$ cat src/rtl/fir_seq_ctrl_if.sv
// fir_seq_ctrl_if: bundles everything between the FIR pass sequencer and its
// surroundings (control/status, dual-port sample memory, FIR core stream).
//   control : start, input_addr, output_addr, sample_count -> busy, done, err, cycle_count
//   memory  : port A registered read (mem_addr_a / mem_data_out_a),
//             port B write (mem_we_b / mem_addr_b / mem_data_in_b)
//   core    : sample out (core_in_valid/data, core_in_ready),
//             result in  (core_out_valid/data, no backpressure)
// The sequencer uses the master modport; the environment uses slave.
interface fir_seq_ctrl_if #(
  parameter int ADDR_W = 10,
  parameter int DATA_W = 8,
  parameter int CNT_W  = 32
);
  logic              start;
  logic [ADDR_W-1:0] input_addr;
  logic [ADDR_W-1:0] output_addr;
  logic [ADDR_W-1:0] sample_count;
  logic [ADDR_W-1:0] mem_addr_a;
  logic [DATA_W-1:0] mem_data_out_a;
  logic              mem_we_b;
  logic [ADDR_W-1:0] mem_addr_b;
  logic [DATA_W-1:0] mem_data_in_b;
  logic              core_in_valid;
  logic [DATA_W-1:0] core_in_data;
  logic              core_in_ready;
  logic              core_out_valid;
  logic [DATA_W-1:0] core_out_data;
  logic              busy;
  logic              done;
  logic              err;
  logic [CNT_W-1:0]  cycle_count;

  modport master (
    input  start, input_addr, output_addr, sample_count,
    input  mem_data_out_a, core_in_ready, core_out_valid, core_out_data,
    output mem_addr_a, mem_we_b, mem_addr_b, mem_data_in_b,
    output core_in_valid, core_in_data, busy, done, err, cycle_count
  );

  modport slave (
    output start, input_addr, output_addr, sample_count,
    output mem_data_out_a, core_in_ready, core_out_valid, core_out_data,
    input  mem_addr_a, mem_we_b, mem_addr_b, mem_data_in_b,
    input  core_in_valid, core_in_data, busy, done, err, cycle_count
  );
endinterface

$ cat src/rtl/fir_seq_ctrl.sv
// fir_seq_ctrl: runs one FIR pass. Streams sample_count samples from the
// sample memory (port A) through a 2-entry skid FIFO into the FIR core,
// writes each core result back to the output region (port B), and counts
// the cycles the pass takes.
// Ports:
//   clk  - rising-edge clock
//   rst  - synchronous active-low reset
//   bus  - fir_seq_ctrl_if.master (control/status, memory, core stream)
module fir_seq_ctrl #(
  parameter int ADDR_W  = 10,
  parameter int DATA_W  = 8,
  parameter int CNT_W   = 32,
  parameter int TIMEOUT = 1024
) (
  input logic           clk,
  input logic           rst,
  fir_seq_ctrl_if.master bus
);

  localparam int IDLE_W = $clog2(TIMEOUT + 1);

  typedef enum logic [1:0] {S_IDLE, S_RUN, S_DRAIN, S_DONE} state_t;

  state_t            state_q, state_d;
  logic [ADDR_W-1:0] in_base_q, in_base_d;
  logic [ADDR_W-1:0] out_base_q, out_base_d;
  logic [ADDR_W-1:0] count_q, count_d;
  logic [ADDR_W-1:0] rd_cnt_q, rd_cnt_d;    // reads issued
  logic [ADDR_W-1:0] sent_q, sent_d;        // samples handed to the core
  logic [ADDR_W-1:0] wr_cnt_q, wr_cnt_d;    // results written back
  logic              infl_q, infl_d;        // read issued last cycle, data on port A now
  logic [DATA_W-1:0] fifo_q [2];
  logic [DATA_W-1:0] fifo_d [2];
  logic              rd_ptr_q, rd_ptr_d;
  logic              wr_ptr_q, wr_ptr_d;
  logic [1:0]        occ_q, occ_d;
  logic [IDLE_W-1:0] idle_q, idle_d;        // consecutive DRAIN cycles without a result
  logic [CNT_W-1:0]  cycle_q, cycle_d;
  logic              err_q, err_d;
  logic              we_q, we_d;
  logic [ADDR_W-1:0] addr_b_q, addr_b_d;
  logic [DATA_W-1:0] data_b_q, data_b_d;

  logic              pop;
  logic              issue;
  logic              wr_fire;
  logic [1:0]        slots_used;
  logic [CNT_W-1:0]  cycle_inc;

  assign pop = (occ_q != 2'd0) && bus.core_in_ready;

  // Occupancy is taken after this cycle's pop so that a steady stream with
  // ready=1 can issue a new read every cycle while never exceeding two
  // samples between the memory and the core.
  assign slots_used = occ_q + {1'b0, infl_q} - {1'b0, pop};
  assign issue      = (state_q == S_RUN) && (rd_cnt_q < count_q) && (slots_used < 2'd2);

  assign wr_fire = ((state_q == S_RUN) || (state_q == S_DRAIN)) &&
                   bus.core_out_valid && (wr_cnt_q < count_q);

  assign cycle_inc = (cycle_q == '1) ? cycle_q : cycle_q + CNT_W'(1);

  always_comb begin
    // NOTE: every _d takes its _q value first, so no branch can infer a latch.
    state_d    = state_q;
    in_base_d  = in_base_q;
    out_base_d = out_base_q;
    count_d    = count_q;
    rd_cnt_d   = rd_cnt_q;
    sent_d     = sent_q;
    wr_cnt_d   = wr_cnt_q;
    infl_d     = issue;
    fifo_d     = fifo_q;
    rd_ptr_d   = rd_ptr_q;
    wr_ptr_d   = wr_ptr_q;
    occ_d      = occ_q + {1'b0, infl_q} - {1'b0, pop};
    idle_d     = idle_q;
    cycle_d    = cycle_q;
    err_d      = err_q;
    we_d       = 1'b0;
    addr_b_d   = addr_b_q;
    data_b_d   = data_b_q;

    if (issue) rd_cnt_d = rd_cnt_q + ADDR_W'(1);

    if (pop) begin
      rd_ptr_d = ~rd_ptr_q;
      sent_d   = sent_q + ADDR_W'(1);
    end

    if (infl_q) begin
      fifo_d[wr_ptr_q] = bus.mem_data_out_a;
      wr_ptr_d         = ~wr_ptr_q;
    end

    if (wr_fire) begin
      we_d     = 1'b1;
      addr_b_d = out_base_q + wr_cnt_q;
      data_b_d = bus.core_out_data;
      wr_cnt_d = wr_cnt_q + ADDR_W'(1);
    end

    unique case (state_q)
      S_IDLE, S_DONE: begin
        if (bus.start) begin
          in_base_d  = bus.input_addr;
          out_base_d = bus.output_addr;
          count_d    = bus.sample_count;
          rd_cnt_d   = '0;
          sent_d     = '0;
          wr_cnt_d   = '0;
          infl_d     = 1'b0;
          rd_ptr_d   = 1'b0;
          wr_ptr_d   = 1'b0;
          occ_d      = 2'd0;
          idle_d     = '0;
          err_d      = 1'b0;
          // The cycle after acceptance is the first counted cycle.
          cycle_d    = CNT_W'(1);
          state_d    = (bus.sample_count == '0) ? S_DONE : S_RUN;
        end
      end
      S_RUN: begin
        cycle_d = cycle_inc;
        idle_d  = '0;
        if (sent_q == count_q) state_d = S_DRAIN;
      end
      S_DRAIN: begin
        cycle_d = cycle_inc;
        idle_d  = bus.core_out_valid ? '0 : idle_q + IDLE_W'(1);
        if (wr_cnt_q == count_q) begin
          state_d = S_DONE;
        end else if (!bus.core_out_valid && (idle_q == IDLE_W'(TIMEOUT - 1))) begin
          state_d = S_DONE;
          err_d   = 1'b1;
        end
      end
      default: state_d = S_IDLE;
    endcase
  end

  // NOTE: sequential state uses non-blocking assignments only, so every flop
  // samples the pre-edge values of the others.
  always_ff @(posedge clk) begin
    if (!rst) begin
      state_q    <= S_IDLE;
      in_base_q  <= '0;
      out_base_q <= '0;
      count_q    <= '0;
      rd_cnt_q   <= '0;
      sent_q     <= '0;
      wr_cnt_q   <= '0;
      infl_q     <= 1'b0;
      // NOTE: the two skid entries are reset because the head drives
      // core_in_data, which must read 0 out of reset; larger storage would not be.
      fifo_q[0]  <= '0;
      fifo_q[1]  <= '0;
      rd_ptr_q   <= 1'b0;
      wr_ptr_q   <= 1'b0;
      occ_q      <= 2'd0;
      idle_q     <= '0;
      cycle_q    <= '0;
      err_q      <= 1'b0;
      we_q       <= 1'b0;
      addr_b_q   <= '0;
      data_b_q   <= '0;
    end else begin
      state_q    <= state_d;
      in_base_q  <= in_base_d;
      out_base_q <= out_base_d;
      count_q    <= count_d;
      rd_cnt_q   <= rd_cnt_d;
      sent_q     <= sent_d;
      wr_cnt_q   <= wr_cnt_d;
      infl_q     <= infl_d;
      fifo_q     <= fifo_d;
      rd_ptr_q   <= rd_ptr_d;
      wr_ptr_q   <= wr_ptr_d;
      occ_q      <= occ_d;
      idle_q     <= idle_d;
      cycle_q    <= cycle_d;
      err_q      <= err_d;
      we_q       <= we_d;
      addr_b_q   <= addr_b_d;
      data_b_q   <= data_b_d;
    end
  end

  // Port A address is the next read; it is only consumed by the memory
  // when issue is high, otherwise it is simply a don't-care read.
  assign bus.mem_addr_a    = in_base_q + rd_cnt_q;
  assign bus.mem_we_b      = we_q;
  assign bus.mem_addr_b    = addr_b_q;
  assign bus.mem_data_in_b = data_b_q;
  assign bus.core_in_valid = (occ_q != 2'd0);
  assign bus.core_in_data  = fifo_q[rd_ptr_q];
  assign bus.busy          = (state_q == S_RUN) || (state_q == S_DRAIN);
  assign bus.done          = (state_q == S_DONE);
  assign bus.err           = err_q;
  assign bus.cycle_count   = cycle_q;

endmodule

$ cat src/flat_wrapper.sv
// flat-port wrapper written by rule: the top's interface ports become plain ports
module fir_seq_ctrl_flat 
#(
  parameter int ADDR_W  = 10,
  parameter int DATA_W  = 8,
  parameter int CNT_W   = 32,
  parameter int TIMEOUT = 1024
)
  (clk, rst, bus_start, bus_input_addr, bus_output_addr, bus_sample_count, bus_mem_data_out_a, bus_core_in_ready, bus_core_out_valid, bus_core_out_data, bus_mem_addr_a, bus_mem_we_b, bus_mem_addr_b, bus_mem_data_in_b, bus_core_in_valid, bus_core_in_data, bus_busy, bus_done, bus_err, bus_cycle_count);
  fir_seq_ctrl_if #(.ADDR_W(ADDR_W), .DATA_W(DATA_W), .CNT_W(CNT_W)) bus_i ();
  input logic clk;
  input logic rst;
  input wire logic [$bits(bus_i.start)-1:0] bus_start;
  input wire logic [$bits(bus_i.input_addr)-1:0] bus_input_addr;
  input wire logic [$bits(bus_i.output_addr)-1:0] bus_output_addr;
  input wire logic [$bits(bus_i.sample_count)-1:0] bus_sample_count;
  input wire logic [$bits(bus_i.mem_data_out_a)-1:0] bus_mem_data_out_a;
  input wire logic [$bits(bus_i.core_in_ready)-1:0] bus_core_in_ready;
  input wire logic [$bits(bus_i.core_out_valid)-1:0] bus_core_out_valid;
  input wire logic [$bits(bus_i.core_out_data)-1:0] bus_core_out_data;
  output wire logic [$bits(bus_i.mem_addr_a)-1:0] bus_mem_addr_a;
  output wire logic [$bits(bus_i.mem_we_b)-1:0] bus_mem_we_b;
  output wire logic [$bits(bus_i.mem_addr_b)-1:0] bus_mem_addr_b;
  output wire logic [$bits(bus_i.mem_data_in_b)-1:0] bus_mem_data_in_b;
  output wire logic [$bits(bus_i.core_in_valid)-1:0] bus_core_in_valid;
  output wire logic [$bits(bus_i.core_in_data)-1:0] bus_core_in_data;
  output wire logic [$bits(bus_i.busy)-1:0] bus_busy;
  output wire logic [$bits(bus_i.done)-1:0] bus_done;
  output wire logic [$bits(bus_i.err)-1:0] bus_err;
  output wire logic [$bits(bus_i.cycle_count)-1:0] bus_cycle_count;
  assign bus_i.start = bus_start;
  assign bus_i.input_addr = bus_input_addr;
  assign bus_i.output_addr = bus_output_addr;
  assign bus_i.sample_count = bus_sample_count;
  assign bus_i.mem_data_out_a = bus_mem_data_out_a;
  assign bus_i.core_in_ready = bus_core_in_ready;
  assign bus_i.core_out_valid = bus_core_out_valid;
  assign bus_i.core_out_data = bus_core_out_data;
  assign bus_mem_addr_a = bus_i.mem_addr_a;
  assign bus_mem_we_b = bus_i.mem_we_b;
  assign bus_mem_addr_b = bus_i.mem_addr_b;
  assign bus_mem_data_in_b = bus_i.mem_data_in_b;
  assign bus_core_in_valid = bus_i.core_in_valid;
  assign bus_core_in_data = bus_i.core_in_data;
  assign bus_busy = bus_i.busy;
  assign bus_done = bus_i.done;
  assign bus_err = bus_i.err;
  assign bus_cycle_count = bus_i.cycle_count;
  fir_seq_ctrl #(.ADDR_W(ADDR_W), .DATA_W(DATA_W), .CNT_W(CNT_W), .TIMEOUT(TIMEOUT)) u_core (.clk(clk), .rst(rst), .bus(bus_i));
endmodule
$ cat config.mk
export PLATFORM = sky130hd
export DESIGN_NAME = fir_seq_ctrl_flat
export DESIGN_NICKNAME = d
export VERILOG_FILES = /design/src/rtl/fir_seq_ctrl_if.sv /design/src/rtl/fir_seq_ctrl.sv /design/src/flat_wrapper.sv
export SDC_FILE = /design/constraint.sdc
export NUM_CORES = 1
export LEC_CHECK = 0
export CORE_ASPECT_RATIO = 1.1
export CORE_MARGIN = 4
export CORE_UTILIZATION = 30
export DETAILED_ROUTE_END_ITERATION = 6
export GPL_TIMING_DRIVEN = 0
export MAX_ROUTING_LAYER = met4
export SETUP_SLACK_MARGIN = 0.05
export SYNTH_ARGS = -nofsm -noshare
export SYNTH_HDL_FRONTEND = slang
export SYNTH_SLANG_ARGS = --single-unit
$ cat constraint.sdc
create_clock -name clk -period 2.55 [get_ports clk]
set_input_delay 0.51 -clock clk [delete_from_list [all_inputs] [get_ports clk]]
set_output_delay 0.51 -clock clk [all_outputs]
set_load 0.005 [all_outputs]
==> results of run 1 <==
-- cell usage after synthesis, types with 3 or more instances --
master	n
a2111oi_0	4
a211oi_1	12
a21o_1	3
a21oi_1	57
a311oi_1	3
a31oi_1	3
and2_1	6
and3_1	11
clkbuf_1	27
dfxtp_1	146
ha_1	50
inv_1	36
mux2_2	9
mux2i_1	31
nand2_1	104
nand2b_1	4
nand3_1	28
nand4_1	27
nand4b_1	3
nor2_1	123
nor2b_1	5
nor3_1	15
nor4_1	7
o211ai_1	5
o21ai_0	23
or2_2	5
or3_1	10
or4_1	5
xnor2_1	41
xor2_1	38
-- flip-flops by register name, indices dropped and copies added, names as in the netlist, 8 cells and up --
name                      count
u_core.fifo_q                16
u_core.rd_cnt_q              10
u_core.bus.cycle_count       32
u_core.wr_cnt_q              10
u_core.out_base_q            10
u_core.idle_q                11
u_core.count_q               10
u_core.sent_q                10
u_core.bus.mem_data_in_b      8
u_core.in_base_q             10
u_core.bus.mem_addr_b        10
-- power by group through the flow --
| stage | sequential, W | combinational (W) | clock, W |
|---|---|---|---|
| detailed placement | 0.00275 | 0.00220 | 0 |
| global placement | 0.00275 | 0.00218 | 0 |
| CTS | 0.00271 | 0.00234 | 0.00270 |
| finish | 0.00271 | 0.00243 | 0.00265 |
| global route | 0.00274 | 0.00270 | 0.00281 |
| floorplan | 0.00270 | 0.00137 | 0 |
-- layout make-up --
type | count | area [sq um]
Fill cell | 2450 | 14400
Multi-Input combinational cell | 666 | 4580
Sequential cell | 146 | 2940
Timing Repair Buffer | 140 | 1340
Clock buffer | 18 | 439
Tap cell | 310 | 388
Clock inverter | 13 | 175
Inverter | 37 | 146
Buffer | 29 | 124
-- layer usage --
layer,up-vias,track usage [%],routed length (um)
met5,-,-,0
met4,0,3.95,290
met3,20,3.27,946
met2,133,25.7,9960
met1,3063,19.7,9550
li1,3363,-,-
-- final timing paths --
kind | cells after the start | end | startpoint | slack [ps]
worst max-delay path | 7 | bus_mem_addr_a[9] | u_core.rd_cnt_q[2] | -450
worst min register to register | 2 | u_core.in_base_q[3] | u_core.in_base_q[3] | 460
worst max register to register | 13 | u_core.rd_cnt_q[6] | u_core.occ_q[0] | 70
worst min-delay path | 2 | u_core.in_base_q[3] | u_core.in_base_q[3] | 460
-- cells by family (layout without fill, tap and decap cells) --
kind of cell | after synthesis | in the layout | synth area share (%)
adders and majority gates | 52 | 52 | 8.89
AOI/OAI and AO/OA | 128 | 128 | 10.7
xor gates and xnor gates | 79 | 79 | 9.24
buffers and inverters | 69 | 237 | 3.59
DFF | 146 | 146 | 39.0
muxes | 40 | 40 | 5.50
and+or+nand+nor | 367 | 367 | 23.0
-- metrics by stage --
| stage | util (%) | std cells | setup TNS (ps) | total power (W) |
|---|---|---|---|---|
| after detailed placement | 37.3 | 1314 | -15180 | 0.00496 |
| after floorplan | - | 881 | 0 | 0.00408 |
| after global placement | 37.3 | 1314 | -14590 | 0.00493 |
| after CTS | 40.4 | 1350 | -1480 | 0.00775 |
| final | 41.3 | 1359 | -1160 | 0.00779 |
| after global routing | 41.3 | 1359 | -1920 | 0.00826 |
-- worst max-delay path, delay by kind of cell, from the launching register on --
kind	cells	cell delay, ps
simple gates	2	560
compound gates	3	750
flops	1	380
fa+ha+maj	1	250
buf+inv	1	130
-- timing repair --
item | in CTS | in global routing
pin swaps | 8 | 12
setup buffers | 7 | 10
gates resized for setup | 44 | 40
setup endpoints to repair | 69 | 51
==> results.ini, run 1 <==
[placement]
preCtsSetupSlack_ps=-716
place_congestion=0.849
io_buffers=123
post_dp_cell_area_sq_um=9170
hpwl_um=15400

[timing]
setup_ws_ps=-446
setup_violations=4
rsz0062_at_grt=true
fmax_mhz=334
maxSlewViolCount=0
maxSlewHeadroom_pct=41.1
min_period_over_period_pct=117
tightest_slew_ps=884
skew_ps=7.76
period_minus_slack_ps=3000
report.final.hold_viol_count=0
holdWs_ps=462

[setup_path]
arrival_ps=2490
critical_path.cell_chain=ha_4 > nor2b_1 > o31a_1 > or4_4 > a2111o_1 > o211a_1 > buf_2
slowest_stage=or4_4
worstSetupPathType=flip-flop to output pin
critPathCaptureType=output pin
required_ps=2040
critPathLaunchType=flip-flop
cp_slowest_stage_delay_ps=420
path_max_fanout=6

[global_route]
antenna_found_initial=0
overflow=0
track_usage_pct=15.7
grt_pass1_wl_um=33800
grt_pass1_vias=6565
grt_max_degree=17

[power]
p_leak_nw=3.79
power.density_nw_per_um2=769
p_switching_w=0.00267
clock_power_share_pct=34.0
swShare_pct=34.3
intPower_w=0.00512
max-vdd-ir-drop_uv=480
seq_power_share_pct=34.8
pwr-share-comb_pct=31.2

[yosys]
synthFlopType=dfxtp_1
synth_top_area_share_pct=39.0
synth_enable_flop_cells=0
synth_nets=984
synth.distinct_cells=61
synthCells=881
synthArstFlopShare_pct=0
ys_seq_elements=146
synth_area_per_cell_sq_um=8.50
synth_area_leader_cell=dfxtp_1
syn-cell-area_sq_um=7490
synth_area_leaders=dfxtp_1 39%, ha_1 8.4%, nor2_1 6.2%, nand2_1 5.2%, xnor2_1 4.8%
yosysSeqAreaShare_pct=39.0
yosysWarnings=0

[routing]
detail-route-antenna-nets=0
num_vias=6579
drt_iter0_drc=335
first_pass_iters=4
wl_per_cell_um=15.3
post-route-drc-count=0
wl_um=20700
drt-vias-per-instance=4.84

[cts]
ctsHtreeMaxLevel=4
cts-root-buf=clkbuf_16
clkSinkCount=146
cts_buffer_depth=2
clkLatencyLatePin_ps=430
tritoncts=yes
clk_pin_slew_ps=60
hold_buffers=0
cts_buffers=17

[floorplanning]
dieHeight_um=174
num_rows=60
die_area_sq_um=27600
die_w_um=159
ios=124
core_sq_um=24500
start_util_pct=30.5

[run]
cap_violations=0

[layout]
fin_nets=1140
syn2layout_area_growth_pct=35.2
layout_commonest_cell=dfxtp_1
antenna_cells=0
drive_gt1_share_pct=12.2
postLayoutCellArea_sq_um=10100
final_cell_mix=136 x dfxtp_1, 122 x nor2_1, 115 x clkdlybuf4s50_1

[worst_hold_path]
min_path_type=flip-flop to flip-flop

[run_status]
violations=setup timing
status=finished with violations

Note: power is estimated with default switching activity, not from simulation.
==> inputs of run 2 (changes only) <==
--- a/config.mk
+++ b/config.mk
@@ -5,12 +5,15 @@
 export SDC_FILE = /design/constraint.sdc
 export NUM_CORES = 1
 export LEC_CHECK = 0
+export CELL_PAD_IN_SITES_DETAIL_PLACEMENT = 1
+export CELL_PAD_IN_SITES_GLOBAL_PLACEMENT = 1
 export CORE_ASPECT_RATIO = 1.1
 export CORE_MARGIN = 4
 export CORE_UTILIZATION = 30
 export DETAILED_ROUTE_END_ITERATION = 6
 export GPL_TIMING_DRIVEN = 0
 export MAX_ROUTING_LAYER = met4
+export PLACE_DENSITY_LB_ADDON = 0.1
 export SETUP_SLACK_MARGIN = 0.05
 export SYNTH_ARGS = -nofsm -noshare
 export SYNTH_HDL_FRONTEND = slang
==> constraint.sdc (replaced) <==
create_clock -name clk -period 2.71 [get_ports clk]
set_input_delay 0.542 -clock clk [delete_from_list [all_inputs] [get_ports clk]]
set_output_delay 0.542 -clock clk [all_outputs]
set_load 0.005 [all_outputs]
==> run 2 against run 1 <==
  * The run still ends with setup timing left
  * Clock skew up 2.9 ps
  * Die area unchanged
  * Clock power down 8.7%
  * Critical path depth up 1
  * Final cell count up 0.44%
  * Count of clock-buffer cells in the layout up 1
  * Global-route usage up 1.9 points
  * Register-to-register slack better by 180 ps
  * Via count up 2.4%
==> results.ini, run 2 (synthesized netlist as in run 1, its figures left out) <==
[layout]
layout_commonest_cell=dfxtp_1
largest_reg_flops=32  ; unchanged
final_cell_mix=138 x dfxtp_1, 122 x nor2_1, 116 x clkdlybuf4s50_1
antenna_cells=0  ; unchanged
drive_gt1_share_pct=12.1  ; -0.069 points
syn2layout_area_growth_pct=35.0
stdcell_count=1365  ; +0.44%
fin_nets=1145  ; +0.44%

[placement]
dp_cells=1314  ; unchanged
preCtsSetupSlack_ps=-872  ; -156 ps
place_congestion=0.773  ; -8.9%
io_buffers=123  ; unchanged
hpwl_um=17100  ; +11%

[setup_path]
path_max_fanout=2  ; -4
r2r_slack_ps=250  ; +180 ps
crit_family=compound AO/OA/AOI/OAI gates
required_ps=2170  ; +130 ps
arrival_ps=2520  ; +30 ps
critPathLaunchType=flip-flop
worstSetupPathType=flip-flop to output pin
slowest_stage=or4_4
crit_buf_inv=1  ; unchanged
cp_slowest_stage_delay_ps=430  ; about the same
critical_path.cell_chain=ha_4 > a21oi_2 > nor2b_2 > o31a_1 > or4_4 > a2111o_1 > o211a_1 > buf_2
critPathCaptureType=output pin

[timing]
setup_violations=3  ; -1
report.final.hold_viol_count=0  ; unchanged
maxSlewHeadroom_pct=50.2  ; +9.1 points
rsz0062_at_grt=true
period_minus_slack_ps=3060
setup_ws_ps=-350  ; +95.8 ps
skew_ps=10.7  ; +2.90 ps
min_period_over_period_pct=113
maxSlewViolCount=0  ; unchanged
tightest_slew_ps=748  ; -137 ps
fmax_mhz=327

[routing]
drt_iter0_drc=207  ; -38%
drt-vias-per-instance=4.93  ; +1.9%
num_vias=6734  ; +2.4%
first_pass_iters=4  ; unchanged
detail-route-antenna-nets=0  ; unchanged
post-route-drc-count=0  ; unchanged
wl_per_cell_um=16.8  ; +10%
wl_um=22900  ; +11%

[floorplanning]
die_area_sq_um=27600  ; unchanged
start_util_pct=30.5  ; unchanged
ios=124  ; unchanged
dieHeight_um=174  ; unchanged
die_w_um=159  ; unchanged
core_sq_um=24500  ; unchanged
num_rows=60  ; unchanged

[cts]
cts_buffer_depth=2  ; unchanged
cts_buffers=17  ; unchanged
clkSinkCount=146  ; unchanged
tritoncts=yes
clkLatencyLatePin_ps=420  ; about the same
ctsHtreeMaxLevel=4  ; unchanged
hold_buffers=0  ; unchanged
cts-root-buf=clkbuf_16
clk_pin_slew_ps=60  ; about the same

[worst_hold_path]
min_path_type=flip-flop to flip-flop

[global_route]
grt_pass1_vias=7044  ; +7.3%
overflow=0  ; unchanged
antenna_found_initial=0  ; unchanged
grt_max_degree=17  ; unchanged
track_usage_pct=17.7  ; +1.9 points
grt_pass1_wl_um=37600  ; +11%

[run]
cap_violations=0  ; unchanged

[power]
power.density_nw_per_um2=722  ; -6.1%
p_leak_nw=3.81  ; +0.61%
max-vdd-ir-drop_uv=395  ; -18%

[run_status]
violations=setup timing
status=finished with violations

-- run 2: cell types whose count changed in the layout (fill, tap and decap cells not counted), moves of 2 or more --
cell        change
a211oi_1        +3
dfxtp_1         +2
clkbuf_2        -2
a211oi_2        -2
clkinv_4        -3
clkinvlp_4      +2
buf_4           +5
inv_2           +2
dfxtp_2         -3
-- run 2: final cells by class --
type	instances	area [sq um]
Inverter	37	146
Sequential cell	146	2940
Fill cell	2881	14400
Timing Repair Buffer	145	1380
Clock buffer	19	453
Tap cell	310	388
Multi-Input combinational cell	666	4540
Buffer	29	120
Clock inverter	13	148
-- run 2: path summary, 6_finish.rpt --
path              cells after the start                 from                   to
hold / removal                        2  u_core.in_base_q[3]  u_core.in_base_q[3]
hold reg to reg                       2  u_core.in_base_q[3]  u_core.in_base_q[3]
setup reg to reg                     13      u_core.occ_q[0]   u_core.rd_cnt_q[6]
setup / recovery                      8   u_core.rd_cnt_q[1]    bus_mem_addr_a[9]
-- run 2: report_power, final --
part	leakage [nW]	total [W]	internal, W	switching, W
clock network	0.283	0.00242	0.00142	0.00100
registers	1.19	0.00255	0.00237	0.000185
logic	2.34	0.00233	0.000972	0.00135
-- run 2: through the flow --
| stage | hold slack, ps | total power, W | utilization, % | TNS, ps | area (sq um) |
|---|---|---|---|---|---|
| after global routing | 488 | 0.00779 | 41.2 | -1210 | 10100 |
| after CTS | 466 | 0.00739 | 40.6 | -933 | 9970 |
| after detailed placement | 457 | 0.00471 | 37.1 | -13200 | 9110 |
| final | 462 | 0.00730 | 41.2 | -546 | 10100 |
| after floorplan | 440 | 0.00379 | - | 0 | 7500 |
| after global placement | 451 | 0.00467 | 37.1 | -13300 | 9110 |
-- run 2: timing repair --
action,in CTS,in global routing
pin swaps,14,19
gates resized for setup,57,27
endpoints found under the setup margin,63,45
setup buffers,12,10
-- run 2: worst reg2reg max path, delay by kind of cell, from the launching register on --
family / cells / cell delay [ps]
xor+xnor: 2 / 340
buf+inv: 3 / 270
simple gates: 3 / 500
fa+ha+maj: 2 / 430
flops: 1 / 320
compound gates: 3 / 500
-- run 2: metal layers --
| layer | share of wire, % | vias to the layer above | global-route usage (%) |
|---|---|---|---|
| li1 | - | 3385 | - |
| met1 | 45 | 3229 | 21.6 |
| met2 | 51 | 97 | 30.2 |
| met3 | 2.9 | 23 | 3.15 |
| met4 | 1.3 | 0 | 4.02 |
| met5 | 0 | - | - |
==> inputs of run 3 (changes only) <==
--- a/config.mk
+++ b/config.mk
@@ -13,7 +13,7 @@
 export DETAILED_ROUTE_END_ITERATION = 6
 export GPL_TIMING_DRIVEN = 0
 export MAX_ROUTING_LAYER = met4
-export PLACE_DENSITY_LB_ADDON = 0.1
+export PLACE_DENSITY = 0.67
 export SETUP_SLACK_MARGIN = 0.05
 export SYNTH_ARGS = -nofsm -noshare
 export SYNTH_HDL_FRONTEND = slang
==> run 3 against run 2 <==
  * The run still ends with setup timing left
  * Maximum frequency decreased by 0.58%
  * Count of clock-buffer cells in the layout grew 2
  * Final area down 0.11%
  * Critical path depth stayed put
  * First-iteration DRC count shrank 1.9%
  * Setup slack got worse by 18 ps
  * Sequential power hardly changed
  * Die area stayed put
  * Critical path type unchanged
  * Largest power group unchanged
==> results.ini, run 3 (synthesized netlist as in run 1, its figures left out) <==
[run_status]
status=finished with violations
violations=setup timing

[timing]
tightest_slew_ps=1180  ; +428 ps
report.final.hold_viol_count=0  ; unchanged
fmax_mhz=325  ; -0.58%
skew_ps=12.3  ; +1.66 ps
setup_violations=4  ; +1
min_period_over_period_pct=114  ; +0.65 points
maxSlewViolCount=0  ; unchanged
rsz0062_at_grt=true
maxSlewHeadroom_pct=21.7  ; -29 points
setup_ws_ps=-368  ; -17.7 ps
period_minus_slack_ps=3080  ; +17.7 ps

[floorplanning]
dieHeight_um=174  ; unchanged
start_util_pct=30.5  ; unchanged
die_area_sq_um=27600  ; unchanged
num_rows=60  ; unchanged
die_w_um=159  ; unchanged
ios=124  ; unchanged
core_sq_um=24500  ; unchanged

[worst_hold_path]
whs_endpoint=u_core.out_base_q[4]
min_path_type=flip-flop to flip-flop
min_from=u_core.out_base_q[4]
holdPathStages=2  ; unchanged

[cts]
ctsHtreeMaxLevel=4  ; unchanged
cts_buffers=17  ; unchanged
tritoncts=yes
clkLatencyLatePin_ps=420  ; about the same
cts-root-buf=clkbuf_16
clkSinkCount=146  ; unchanged
clk_pin_slew_ps=60  ; about the same
cts_buffer_depth=2  ; unchanged

[power]
p_leak_nw=3.78  ; -0.76%
max-vdd-ir-drop_uv=499  ; +26%
total_power_w=0.00721  ; -1.3%
power.density_nw_per_um2=714  ; -1.2%

[routing]
first_pass_iters=4  ; unchanged
drt-vias-per-instance=4.94  ; +0.19%
wl_um=22500  ; -1.9%
drt_iter0_drc=203  ; -1.9%
post-route-drc-count=0  ; unchanged
wl_per_cell_um=16.5  ; -1.7%
num_vias=6732  ; -0.030%
detail-route-antenna-nets=0  ; unchanged

[global_route]
grt_pass1_vias=6882  ; -2.3%
track_usage_pct=16.9  ; -0.76 points
grt_busiest_layer=met2
antenna_found_initial=0  ; unchanged
grt_use_met3_pct=3.62  ; +0.47 points
met1_usage_pct=20.6  ; -0.92 points
gr-usage-met2_pct=28.2  ; -2.0 points
grt_max_degree=17  ; unchanged
grt_pass1_wl_um=36000  ; -4.1%
overflow=0  ; unchanged

[setup_path]
cp_slowest_stage_delay_ps=430  ; about the same
ff2ff_path_depth=13  ; unchanged
critPathLaunchType=flip-flop
rr_endpoint=u_core.rd_cnt_q[9]
required_ps=2170  ; about the same
critical_path.cell_chain=ha_4 > a21oi_2 > nor2b_2 > o31a_1 > or4_4 > a2111o_1 > o211a_1 > buf_2
r2r_slack_ps=180  ; -70 ps
path_max_fanout=2  ; unchanged
critPathCaptureType=output pin
worstSetupPathType=flip-flop to output pin
slowest_stage=or4_4
r2r_start=u_core.occ_q[0]
arrival_ps=2540  ; +20 ps

[layout]
fin_nets=1142  ; -0.26%
largest_reg_flops=32  ; unchanged
fillers=2895  ; +0.49%
final_cell_mix=139 x dfxtp_1, 122 x nor2_1, 116 x clkdlybuf4s50_1
antenna_cells=0  ; unchanged
drive_gt1_share_pct=11.5  ; -0.63 points
stdcell_count=1362  ; -0.22%
layout_commonest_cell=dfxtp_1
syn2layout_area_growth_pct=34.9

[placement]
io_buffers=123  ; unchanged
dp_cells=1314  ; unchanged
hpwl_um=16800  ; -1.2%
place_congestion=0.788  ; +1.9%

[run]
cap_violations=0  ; unchanged

==> run 3: cell count changes in the layout (fill, tap and decap cells not counted), sizes merged <==
cell	delta
clkinvlp	+1
clkdlybuf4s15	+2
inv	-3
clkbuf	+1
buf	-4
==> run 3: worst max-delay path by stage <==
stage,start,slack (ps),end
3_3_place_gp,bus_core_in_ready,-890,u_core.rd_cnt_q[7]
2_1_floorplan,u_core.occ_q[1],20,u_core.rd_cnt_q[8]
4_1_cts,u_core.rd_cnt_q[1],-420,bus_mem_addr_a[9]
5_1_grt,u_core.rd_cnt_q[1],-450,bus_mem_addr_a[9]
3_5_place_dp,bus_core_in_ready,-990,u_core.rd_cnt_q[7]
6_report,u_core.rd_cnt_q[1],-370,bus_mem_addr_a[9]
==> run 3: layout make-up <==
class	count	area [sq um]	share of cell area [%]
Timing Repair Buffer	142	1370	13.6
Sequential cell	146	2940	29.1
Tap cell	310	388	3.84
Buffer	29	119	1.18
Inverter	37	146	1.45
Clock buffer	21	460	4.56
Multi-Input combinational cell	666	4550	45.0
Clock inverter	11	129	1.28
==> run 3: report_power, final <==
group / internal, W / switching [W] / leakage (nW)
combinational: 0.000961 / 0.00131 / 2.32
clock: 0.00141 / 0.000970 / 0.272
sequential: 0.00237 / 0.000192 / 1.19
==> run 3: critical path: cells and delay by family (launching register included) <==
family	cells	cell delay [ps]
adder cells (fa/ha/maj)	1	230
buffers and inverters	1	130
AND/OR/NAND/NOR	2	490
flip-flops	1	360
AO/OA/AOI/OAI	4	920
==> run 3: metrics by stage <==
step           setup slack, ps  TNS [ps]  cell area [sq um]  utilization, %  hold WS [ps]
5_1_grt                   -447     -1340              10100            41.2           491
3_5_place_dp              -985    -12980               9110            37.1           456
6_report                  -368      -861              10100            41.2           460
3_3_place_gp              -886    -11770               9110            37.1           449
4_1_cts                   -420     -1130               9960            40.6           466
2_1_floorplan             19.3         0               7500               -           440
==> run 3: layer usage <==
layer  routed length, um  up-vias
met2               11100      118
met4                 384        0
li1                    -     3366
met1               10200     3227
met3                 879       21
met5                   0        -
==> run 3: repair_timing <==
item / CTS / global route
resized for setup: 59 / 22
pin swaps: 6 / 15
hold buffers: 0 / 0
buffers inserted: 12 / 7
endpoints found under the setup margin: 60 / 29
